$ cat config.mk
export PLATFORM = sky130hd
export DESIGN_NAME = wb_arbiter2_flat
export DESIGN_NICKNAME = d
export VERILOG_FILES = /design/src/rtl/wb_arbiter2_if.sv /design/src/rtl/wb_arbiter2.sv /design/src/flat_wrapper.sv
export SDC_FILE = /design/constraint.sdc
export NUM_CORES = 1
export LEC_CHECK = 0
export ABC_CLOCK_PERIOD_IN_PS = 2380
export BUFFER_PORTS_ARGS = -buffer_cell sky130_fd_sc_hd__buf_2
export CORE_AREA = 2 2 79 81
export DETAILED_ROUTE_END_ITERATION = 6
export DIE_AREA = 0 0 81 83
export PLACE_DENSITY_LB_ADDON = 0.05
export SYNTH_ARGS = -nofsm -noshare
export SYNTH_HDL_FRONTEND = slang
export SYNTH_SLANG_ARGS = --single-unit
export TNS_END_PERCENT = 20
$ cat constraint.sdc
create_clock -name clk_i -period 2.38 [get_ports clk_i]
set_clock_uncertainty 0.2 [all_clocks]
set_input_delay 0.119 -clock clk_i [delete_from_list [all_inputs] [get_ports clk_i]]
set_output_delay 0.119 -clock clk_i [all_outputs]
set_load 0.1 [all_outputs]
$ cat src/rtl/wb_arbiter2_if.sv
// wb_arbiter2_if: bus bundle between two Wishbone masters, the arbiter and one pipelined slave
//   m_*_i  : packed per-master requests (bit / slice n belongs to master n)
//   m_*_o  : read data broadcast plus per-master ack/err/stall
//   s_*_o  : muxed request toward the slave
//   s_*_i  : slave response
//   modport slave  : arbiter view
//   modport master : view of the requesters and the slave model around the arbiter
interface wb_arbiter2_if #(
  parameter int AW = 3,
  parameter int DW = 32
);
  logic [1:0]        m_cyc_i;
  logic [1:0]        m_stb_i;
  logic [1:0]        m_we_i;
  logic [2*AW-1:0]   m_adr_i;
  logic [2*DW/8-1:0] m_sel_i;
  logic [2*DW-1:0]   m_dat_i;
  logic [DW-1:0]     m_dat_o;
  logic [1:0]        m_ack_o;
  logic [1:0]        m_err_o;
  logic [1:0]        m_stall_o;
  logic              s_cyc_o;
  logic              s_stb_o;
  logic              s_we_o;
  logic [AW-1:0]     s_adr_o;
  logic [DW/8-1:0]   s_sel_o;
  logic [DW-1:0]     s_dat_o;
  logic              s_ack_i;
  logic              s_err_i;
  logic              s_stall_i;
  logic [DW-1:0]     s_dat_i;
  modport slave (
    input  m_cyc_i, m_stb_i, m_we_i, m_adr_i, m_sel_i, m_dat_i, s_ack_i, s_err_i, s_stall_i, s_dat_i,
    output m_dat_o, m_ack_o, m_err_o, m_stall_o, s_cyc_o, s_stb_o, s_we_o, s_adr_o, s_sel_o, s_dat_o
  );
  modport master (
    output m_cyc_i, m_stb_i, m_we_i, m_adr_i, m_sel_i, m_dat_i, s_ack_i, s_err_i, s_stall_i, s_dat_i,
    input  m_dat_o, m_ack_o, m_err_o, m_stall_o, s_cyc_o, s_stb_o, s_we_o, s_adr_o, s_sel_o, s_dat_o
  );
endinterface

$ cat src/rtl/wb_arbiter2.sv
// wb_arbiter2: round-robin two-master Wishbone arbiter with bus lock and response watchdog
//   clk_i : clock, rising edge
//   rst_i : synchronous active-high reset
//   bus   : wb_arbiter2_if.slave carrying both master ports and the shared slave port
module wb_arbiter2 #(
  parameter int AW = 3,
  parameter int DW = 32,
  parameter int TIMEOUT = 255
) (
  input logic         clk_i,
  input logic         rst_i,
  wb_arbiter2_if.slave bus
);
  typedef enum logic [1:0] {IDLE, ISSUE, WAIT, HOLD} state_t;
  state_t     state_q, state_d;
  logic       grant_q, grant_d, last_q, last_d;
  logic [7:0] tmr_q, tmr_d;
  logic [1:0] req;
  logic       win, busy, acc, live, resp, to;
  always_comb begin
    req = bus.m_cyc_i & bus.m_stb_i;
    win = &req ? ~last_q : req[1];
    // dropping cyc on the granted master aborts everything combinationally
    busy = state_q != IDLE && bus.m_cyc_i[grant_q];
    acc = busy && state_q == ISSUE && !bus.s_stall_i;
    // responses count only once the strobe has been accepted
    live = acc || (busy && state_q == WAIT);
    resp = live && (bus.s_ack_i || bus.s_err_i);
    to = busy && (state_q == ISSUE || state_q == WAIT) && tmr_q == 8'(TIMEOUT) && !resp;
    state_d = state_q;
    grant_d = grant_q;
    last_d = last_q;
    tmr_d = tmr_q;
    case (state_q)
      IDLE: if (|req) begin
        state_d = ISSUE;
        grant_d = win;
        last_d = win;
        tmr_d = '0;
      end
      ISSUE, WAIT: begin
        state_d = !busy ? IDLE : (resp || to) ? HOLD : (acc || state_q == WAIT) ? WAIT : ISSUE;
        tmr_d = tmr_q + 8'(tmr_q != 8'(TIMEOUT));
      end
      default: begin
        state_d = !busy ? IDLE : bus.m_stb_i[grant_q] ? ISSUE : HOLD;
        tmr_d = '0;
      end
    endcase
  end
  assign bus.s_cyc_o = busy;
  assign bus.s_stb_o = busy && state_q == ISSUE;
  assign bus.s_adr_o = grant_q ? bus.m_adr_i[AW +: AW] : bus.m_adr_i[0 +: AW];
  assign bus.s_sel_o = grant_q ? bus.m_sel_i[DW/8 +: DW/8] : bus.m_sel_i[0 +: DW/8];
  assign bus.s_dat_o = grant_q ? bus.m_dat_i[DW +: DW] : bus.m_dat_i[0 +: DW];
  assign bus.s_we_o = bus.m_we_i[grant_q];
  assign bus.m_dat_o = bus.s_dat_i;
  assign bus.m_ack_o = 2'(live && bus.s_ack_i) << grant_q;
  assign bus.m_err_o = 2'((live && bus.s_err_i) || to) << grant_q;
  // a timeout in ISSUE also releases the stall so the master's strobe terminates
  assign bus.m_stall_o = ~(2'(busy && state_q == ISSUE && (!bus.s_stall_i || to)) << grant_q);
  always_ff @(posedge clk_i) begin
    if (rst_i) begin
      state_q <= IDLE;
      grant_q <= 1'b0;
      last_q <= 1'b1;
      tmr_q <= '0;
    end else begin
      state_q <= state_d;
      grant_q <= grant_d;
      last_q <= last_d;
      tmr_q <= tmr_d;
    end
  end
endmodule

$ cat src/flat_wrapper.sv
// flat-port wrapper written by rule: the top's interface ports become plain ports
module wb_arbiter2_flat 
#(
  parameter int AW = 3,
  parameter int DW = 32,
  parameter int TIMEOUT = 255
)
  (clk_i, rst_i, bus_m_cyc_i, bus_m_stb_i, bus_m_we_i, bus_m_adr_i, bus_m_sel_i, bus_m_dat_i, bus_s_ack_i, bus_s_err_i, bus_s_stall_i, bus_s_dat_i, bus_m_dat_o, bus_m_ack_o, bus_m_err_o, bus_m_stall_o, bus_s_cyc_o, bus_s_stb_o, bus_s_we_o, bus_s_adr_o, bus_s_sel_o, bus_s_dat_o);
  wb_arbiter2_if #(.AW(AW), .DW(DW)) bus_i ();
  input logic clk_i;
  input logic rst_i;
  input wire logic [$bits(bus_i.m_cyc_i)-1:0] bus_m_cyc_i;
  input wire logic [$bits(bus_i.m_stb_i)-1:0] bus_m_stb_i;
  input wire logic [$bits(bus_i.m_we_i)-1:0] bus_m_we_i;
  input wire logic [$bits(bus_i.m_adr_i)-1:0] bus_m_adr_i;
  input wire logic [$bits(bus_i.m_sel_i)-1:0] bus_m_sel_i;
  input wire logic [$bits(bus_i.m_dat_i)-1:0] bus_m_dat_i;
  input wire logic [$bits(bus_i.s_ack_i)-1:0] bus_s_ack_i;
  input wire logic [$bits(bus_i.s_err_i)-1:0] bus_s_err_i;
  input wire logic [$bits(bus_i.s_stall_i)-1:0] bus_s_stall_i;
  input wire logic [$bits(bus_i.s_dat_i)-1:0] bus_s_dat_i;
  output wire logic [$bits(bus_i.m_dat_o)-1:0] bus_m_dat_o;
  output wire logic [$bits(bus_i.m_ack_o)-1:0] bus_m_ack_o;
  output wire logic [$bits(bus_i.m_err_o)-1:0] bus_m_err_o;
  output wire logic [$bits(bus_i.m_stall_o)-1:0] bus_m_stall_o;
  output wire logic [$bits(bus_i.s_cyc_o)-1:0] bus_s_cyc_o;
  output wire logic [$bits(bus_i.s_stb_o)-1:0] bus_s_stb_o;
  output wire logic [$bits(bus_i.s_we_o)-1:0] bus_s_we_o;
  output wire logic [$bits(bus_i.s_adr_o)-1:0] bus_s_adr_o;
  output wire logic [$bits(bus_i.s_sel_o)-1:0] bus_s_sel_o;
  output wire logic [$bits(bus_i.s_dat_o)-1:0] bus_s_dat_o;
  assign bus_i.m_cyc_i = bus_m_cyc_i;
  assign bus_i.m_stb_i = bus_m_stb_i;
  assign bus_i.m_we_i = bus_m_we_i;
  assign bus_i.m_adr_i = bus_m_adr_i;
  assign bus_i.m_sel_i = bus_m_sel_i;
  assign bus_i.m_dat_i = bus_m_dat_i;
  assign bus_i.s_ack_i = bus_s_ack_i;
  assign bus_i.s_err_i = bus_s_err_i;
  assign bus_i.s_stall_i = bus_s_stall_i;
  assign bus_i.s_dat_i = bus_s_dat_i;
  assign bus_m_dat_o = bus_i.m_dat_o;
  assign bus_m_ack_o = bus_i.m_ack_o;
  assign bus_m_err_o = bus_i.m_err_o;
  assign bus_m_stall_o = bus_i.m_stall_o;
  assign bus_s_cyc_o = bus_i.s_cyc_o;
  assign bus_s_stb_o = bus_i.s_stb_o;
  assign bus_s_we_o = bus_i.s_we_o;
  assign bus_s_adr_o = bus_i.s_adr_o;
  assign bus_s_sel_o = bus_i.s_sel_o;
  assign bus_s_dat_o = bus_i.s_dat_o;
  wb_arbiter2 #(.AW(AW), .DW(DW), .TIMEOUT(TIMEOUT)) u_core (.clk_i(clk_i), .rst_i(rst_i), .bus(bus_i));
endmodule
==> results of run 1 <==
[power breakdown]
group          internal [mW]  switching, mW  total (mW)
combinational          0.284          0.816        1.10
sequential             0.222         0.0190       0.241
clock                  0.146         0.0780       0.224
[Yosys cell counts, types with 3 or more instances]
library cell,instances
inv_1,6
nand4_1,3
nand2_1,4
nand3_1,4
nor2_1,12
buf_2,6
a21oi_1,3
xnor2_1,3
mux2_2,40
o21ai_0,3
mux2i_1,4
buf_4,32
dfxtp_1,12
ha_1,6
[flip-flops by register name (all words and copies together), names as in the netlist]
register,flops
u_core.tmr_q,8
u_core.last_q,1
u_core.grant_q,1
u_core.state_q,2
[cell families after synthesis]
logic type      count (synthesis)
compound gates                 25
xor+xnor                        5
fa+ha+maj                       6
buf+inv                        44
flops                          12
mux                            44
simple gates                   34
[worst max-delay path: stages, from the launching register on]
cell,delay [ns]
dfxtp_2,0.35
inv_2,0.06
ha_1,0.19
nand2b_1,0.12
a21bo_1,0.19
a32o_1,0.21
and3b_1,0.16
buf_2,0.42
[metal layers]
layer  GRT usage  share of wire
met3      0.0848           0.15
met4      0.0801          0.041
met5           0              0
met2       0.272           0.45
met1       0.179           0.36
[cell type report]
class	count	share of cell area
Multi-Input combinational cell	114	0.465
Timing Repair Buffer	140	0.345
Sequential cell	12	0.111
Tap cell	75	0.0429
Clock buffer	4	0.0252
Inverter	6	0.0103
[stage by stage]
step	util	worst slack, ns	std cells	area (um^2)
global placement	0.365	0.432	346	2120
finish	0.376	0.126	351	2190
detailed placement	0.365	0.399	346	2120
CTS	0.376	0.122	351	2190
floorplan	-	-0.440	170	1560
global route	0.376	0.0292	351	2190
[worst paths after layout]
path,endpoint,cells after the start,from
worst min-delay path,bus_m_dat_o[10],0,bus_s_dat_i[10]
worst max-delay path,bus_m_err_o[0],7,u_core.state_q[1]
worst max register to register,u_core.tmr_q[6],9,u_core.tmr_q[3]
worst min register to register,u_core.last_q,1,u_core.last_q
==> key figures, run 1 <==
Critical path
  – CP endpoint kind: output port
  – Worst R2R Setup Slack: between 0.4 and 0.5 ns
  – Startpoint Class: flip-flop
  – CP arrival: 1.94 ns
  – WS Path Type: flip-flop to output port
  – WP data required: between 2 and 2.5 ns
  – Crit Path Max Fanout: 3

STA
  – Hold Vio Cnt, Final: 0
  – Final setup vio count: 0
  – RSZ-0062 raised after global routing: no
  – Setup TNS: 0 ns
  – Minimum clock period: around 2.3 ns
  – Max frequency: 444 MHz
  – Final Cycle Share: 0.947
  – Max Transition Viols Final: 0
  – Worst Tran Pin Value: approximately 0.50 ns
  – Worst hold slack: roughly 0.038 ns
  – Max_slew headroom: 0.657

Logic synthesis
  – Synth area leaders: mux2_2, dfxtp_1, buf_4, ha_1, nor2_1
  – Commonest register cell after synthesis: dfxtp_1
  – Xor/xnor share of the synthesized area: 0.0289
  – Multiplexer share of the synthesized area: 0.324
  – Synth Area in Adders: 0.0496
  – Synth Net Count: 297
  – Synth warnings: 0
  – Mean Syn Cell Area: between 8 and 9 um^2
  – Synth Area in Compound Gates: 0.130
  – EDFF count, synth: 0
  – Largest family of logic cells by synthesized area: multiplexers
  – Asr flop ratio synth: 0
  – Simple-gate area share of the yosys netlist: 0.116
  – Area leader, netlist: mux2_2
  – #FFs+latches synth: 12
  – Post-synth top area share: 0.298
  – Netlist cell types: 40
  – Synth Instances: 170
  – Mapped Area: around 1500 um^2
  – Sequential area share after synthesis: 0.159

Route
  – Drt total wl: 6.04 mm
  – Post-route ant nets: 0
  – DR iter-0 viols: 36
  – DR vias: 1648
  – DRC violations left: 0
  – DR WL/cell: 17.2 um
  – Vias per std cell: around 4.7
  – Total iterations of the first detailed-routing run: 4

GRT
  – First-pass GRT wire length: 8.69 mm
  – Initial antenna violation count: 0
  – Vias in the first global route: 1665
  – Grt ovf: 0
  – Largest net degree at the start of global routing: 48
  – Gr usage total: 0.168

Clocking
  – Clk sink count: 12
  – Num CTS Buffers: 3
  – Post_cts resized: 0
  – CTS H-tree depth: 1
  – CTS tree: built
  – CTS Hold Bufs: 1
  – Clk_lat worst skew: roughly 0.24 ns
  – Post-CTS Setup Repair Bufs: 0
  – CTS Buffer Depth: 2
  – CTS root buf: clkbuf_8
  – Clock transition at path regs: roughly 0.050 ns

Finish
  – Highest-count cells in the layout ignoring fill and taps: buf_2, mux2_2, nor2_1
  – Area delta synth->final: 44.5%
  – Layout filler cell count: between 600 and 700
  – Area of the multi-input gates: between 1000 and 1500 um^2
  – Share of layout cells above drive strength 1: 0.721
  – Most common cell after layout, fill and taps aside: buf_2
  – Inserted Diodes: 0
  – FF/Latch Area: around 240 um^2
  – Nets: slightly above 400

Floorplan
  – Chip Height: ~83 um
  – Die area: ~6700 um^2
  – Io pins: around 200
  – Initial Util: 0.260
  – Die W: approximately 81 um
  – Core ar.: about 5800 um^2
  – Num rows: 28

Placed design
  – Count of port buffers added during placement: about 140
  – DP HPWL: roughly 5.2 mm
  – Routability cong.: 0.779

Power and ir drop
  – Peak supply drop: about 0.00033 V
  – Pwr per Cell Area: slightly above 700 nW/um^2
  – Leak Pwr: around 1.0 nW
  – Total power: 1.57 mW

Job
  – Max_cap viols: 0

Run status
  – Outcome: finished, final reports clean

Worst hold path
  – HP Class: primary input to output port
Note: power is estimated with default switching activity, not from simulation.
==> run 2, diff against run 1 <==
--- a/config.mk
+++ b/config.mk
@@ -8,6 +8,7 @@
 export ABC_CLOCK_PERIOD_IN_PS = 2380
 export BUFFER_PORTS_ARGS = -buffer_cell sky130_fd_sc_hd__buf_2
 export CORE_AREA = 2 2 79 81
+export CTS_BUF_LIST = sky130_fd_sc_hd__clkbuf_16
 export DETAILED_ROUTE_END_ITERATION = 6
 export DIE_AREA = 0 0 81 83
 export PLACE_DENSITY_LB_ADDON = 0.05
==> run 2 against run 1 <==
Against the previous run: sequential power about the same; sequential share of layout area decreased by 0.12 points; core utilization grew 0.41 points; fmax rose by 0.23%; count of clock-buffer cells in the layout is 1 lower; critical path type unchanged.
==> key figures, run 2 (synthesis results as in run 1) <==
Run status
  – Outcome: finished, final reports clean

STA
  – Hold Vio Cnt, Final: 0 (unchanged)
  – Max frequency: 445 MHz (+0.23%)
  – Setup TNS: 0 ns (unchanged)
  – Final setup vio count: 0 (unchanged)
  – Max Transition Viols Final: 0 (unchanged)
  – Minimum clock period: 2.25 ns (-0.00522 ns)
  – Final Cycle Share: 0.945 (-0.00219)
  – Worst Tran Pin Value: 0.501 ns (+0.00102 ns)
  – RSZ-0062 raised after global routing: no
  – Max_slew headroom: 0.656 (-0.000697)
  – Worst hold slack: 0.0380 ns (unchanged)

Floorplan
  – Die W: 81 um (unchanged)
  – Num rows: 28 (unchanged)
  – Initial Util: 0.260 (unchanged)
  – Core ar.: 5820 um^2 (unchanged)
  – Chip Height: 83 um (unchanged)
  – Die area: 6720 um^2 (unchanged)
  – Io pins: 201 (unchanged)

Clocking
  – CTS root buf: clkbuf_16
  – CTS tree: built
  – Clk_lat worst skew: 0.24 ns (about the same)
  – Post-CTS Setup Repair Bufs: 0 (unchanged)
  – Num CTS Buffers: 3 (unchanged)
  – Clk sink count: 12 (unchanged)
  – CTS H-tree depth: 1 (unchanged)
  – Post_cts resized: 0 (unchanged)
  – Clock transition at path regs: 0.05 ns (about the same)
  – CTS Buffer Depth: 2 (unchanged)

Finish
  – Area delta synth->final: 46.1%
  – Most common cell after layout, fill and taps aside: buf_2
  – Biggest register: u_core.tmr_q
  – Inserted Diodes: 0 (unchanged)
  – Share of layout cells above drive strength 1: 0.717 (-0.00362)
  – Finished Core Util: 0.380 (+0.00409)
  – Nets: 404 (unchanged)
  – Largest register FFs: 8 (unchanged)
  – Top flop regs: u_core.tmr_q (8), u_core.state_q (2)
  – Highest-count cells in the layout ignoring fill and taps: buf_2, mux2_2, nor2_1

Placed design
  – DP HPWL: 5.18 mm (unchanged)
  – Count of port buffers added during placement: 136 (unchanged)
  – Routability cong.: 0.779 (unchanged)

Power and ir drop
  – Peak supply drop: 0.000328 V (about the same)
  – Leak Pwr: 1.04 nW (+0.95%)
  – Int Power: 0.729 mW (+12%)
  – Net Sw Frac: 0.559 (-0.0237)
  – Share of total power in sequential cells: 0.146 (-0.008)
  – Clk network pwr share: 0.189 (+0.046)
  – Pwr per Cell Area: 748 nW/um^2 (+4.5%)
  – Psw: 0.925 mW (+1.3%)
  – Total power: 1.65 mW (+5.6%)
  – Comb power frac: 0.665 (-0.038)

GRT
  – Gr usage total: 0.169 (+0.000441)
  – Largest net degree at the start of global routing: 48 (unchanged)
  – Grt ovf: 0 (unchanged)
  – Initial antenna violation count: 0 (unchanged)
  – First-pass GRT wire length: 8.69 mm (about the same)
  – Vias in the first global route: 1664 (-0.060%)

Route
  – Post-route ant nets: 0 (unchanged)
  – DRC violations left: 0 (unchanged)
  – Drt total wl: 6.03 mm (-0.18%)
  – Total iterations of the first detailed-routing run: 4 (unchanged)
  – Vias per std cell: 4.71 (+0.36%)
  – DR iter-0 viols: 26 (-28%)
  – DR vias: 1654 (+0.36%)
  – DR WL/cell: 17.2 um (-0.18%)

Job
  – Max_cap viols: 0 (unchanged)

Critical path
  – Crit Path Max Fanout: 3 (unchanged)
  – Worst R2R Setup Slack: 0.42 ns (about the same)
  – Startpoint Class: flip-flop
  – CP arrival: 1.93 ns (about the same)
  – CP startpoint: u_core.state_q[1]
  – CP endpoint kind: output port
  – WP data required: 2.06 ns (about the same)
  – WS Path Type: flip-flop to output port
  – R2R Path Start: u_core.tmr_q[3]

Worst hold path
  – Worst hold start: bus_s_dat_i[10]
  – HP Class: primary input to output port
run 2: changes by cell type in the layout (fill, tap and decap cells not counted):
cell | before | now
clkbuf_16 | 0 | 3
clkinv_1 | 0 | 1
clkbuf_8 | 4 | 0
run 2: repair_timing:
action                                  4_1_cts  5_1_grt
hold buffers                                  1        0
endpoints found under the hold margin         4        0
endpoints found under the setup margin        0        0
run 2: worst max-delay path, stage by stage (launching register included):
cell and delay (ns):
dfxtp_2 0.34, inv_2 0.06, ha_1 0.19, nand2b_1 0.12, a21bo_1 0.19, a32o_1 0.21
and3b_1 0.16, buf_2 0.42
run 2: final timing paths:
| kind | to | cells after the start |
|---|---|---|
| min reg2reg | u_core.last_q | 1 |
| min | bus_m_dat_o[10] | 0 |
| max reg2reg | u_core.tmr_q[6] | 9 |
| max | bus_m_err_o[0] | 7 |
run 2: power by group through the flow:
stage | Combinational, mW | Sequential, mW | Clock (mW)
3_3_place_gp | 1.11 | 0.245 | 0
6_report | 1.10 | 0.242 | 0.312
2_1_floorplan | 1.15 | 0.241 | 0
5_1_grt | 1.16 | 0.246 | 0.335
4_1_cts | 1.11 | 0.243 | 0.318
3_5_place_dp | 1.10 | 0.246 | 0
run 2: metal layers:
| metal | global-route usage | vias to the layer above | share of wire | wire length [um] |
|---|---|---|---|---|
| met3 | 0.0880 | 27 | 0.15 | 904 |
| met4 | 0.0801 | 0 | 0.043 | 262 |
| met5 | 0 | - | 0 | 0 |
| met1 | 0.179 | 720 | 0.36 | 2180 |
| li1 | - | 801 | - | - |
| met2 | 0.271 | 106 | 0.44 | 2680 |
run 2: stage by stage:
stage,cells,area [um^2],setup slack [ns]
global placement,346,2120,0.432
detailed placement,346,2120,0.399
finish,351,2210,0.131
global route,351,2210,0.0398
CTS,351,2210,0.130
floorplan,170,1560,-0.440
run 2: area by class of cell:
cell class	instances	area [um^2]
fillers	636	3600
flip-flops and latches	12	244
well taps	75	93.8
clock inverters	1	3.75
repair buffers	140	756
clock buffers	3	75.1
multi-input cells	114	1020
inverters	6	22.5
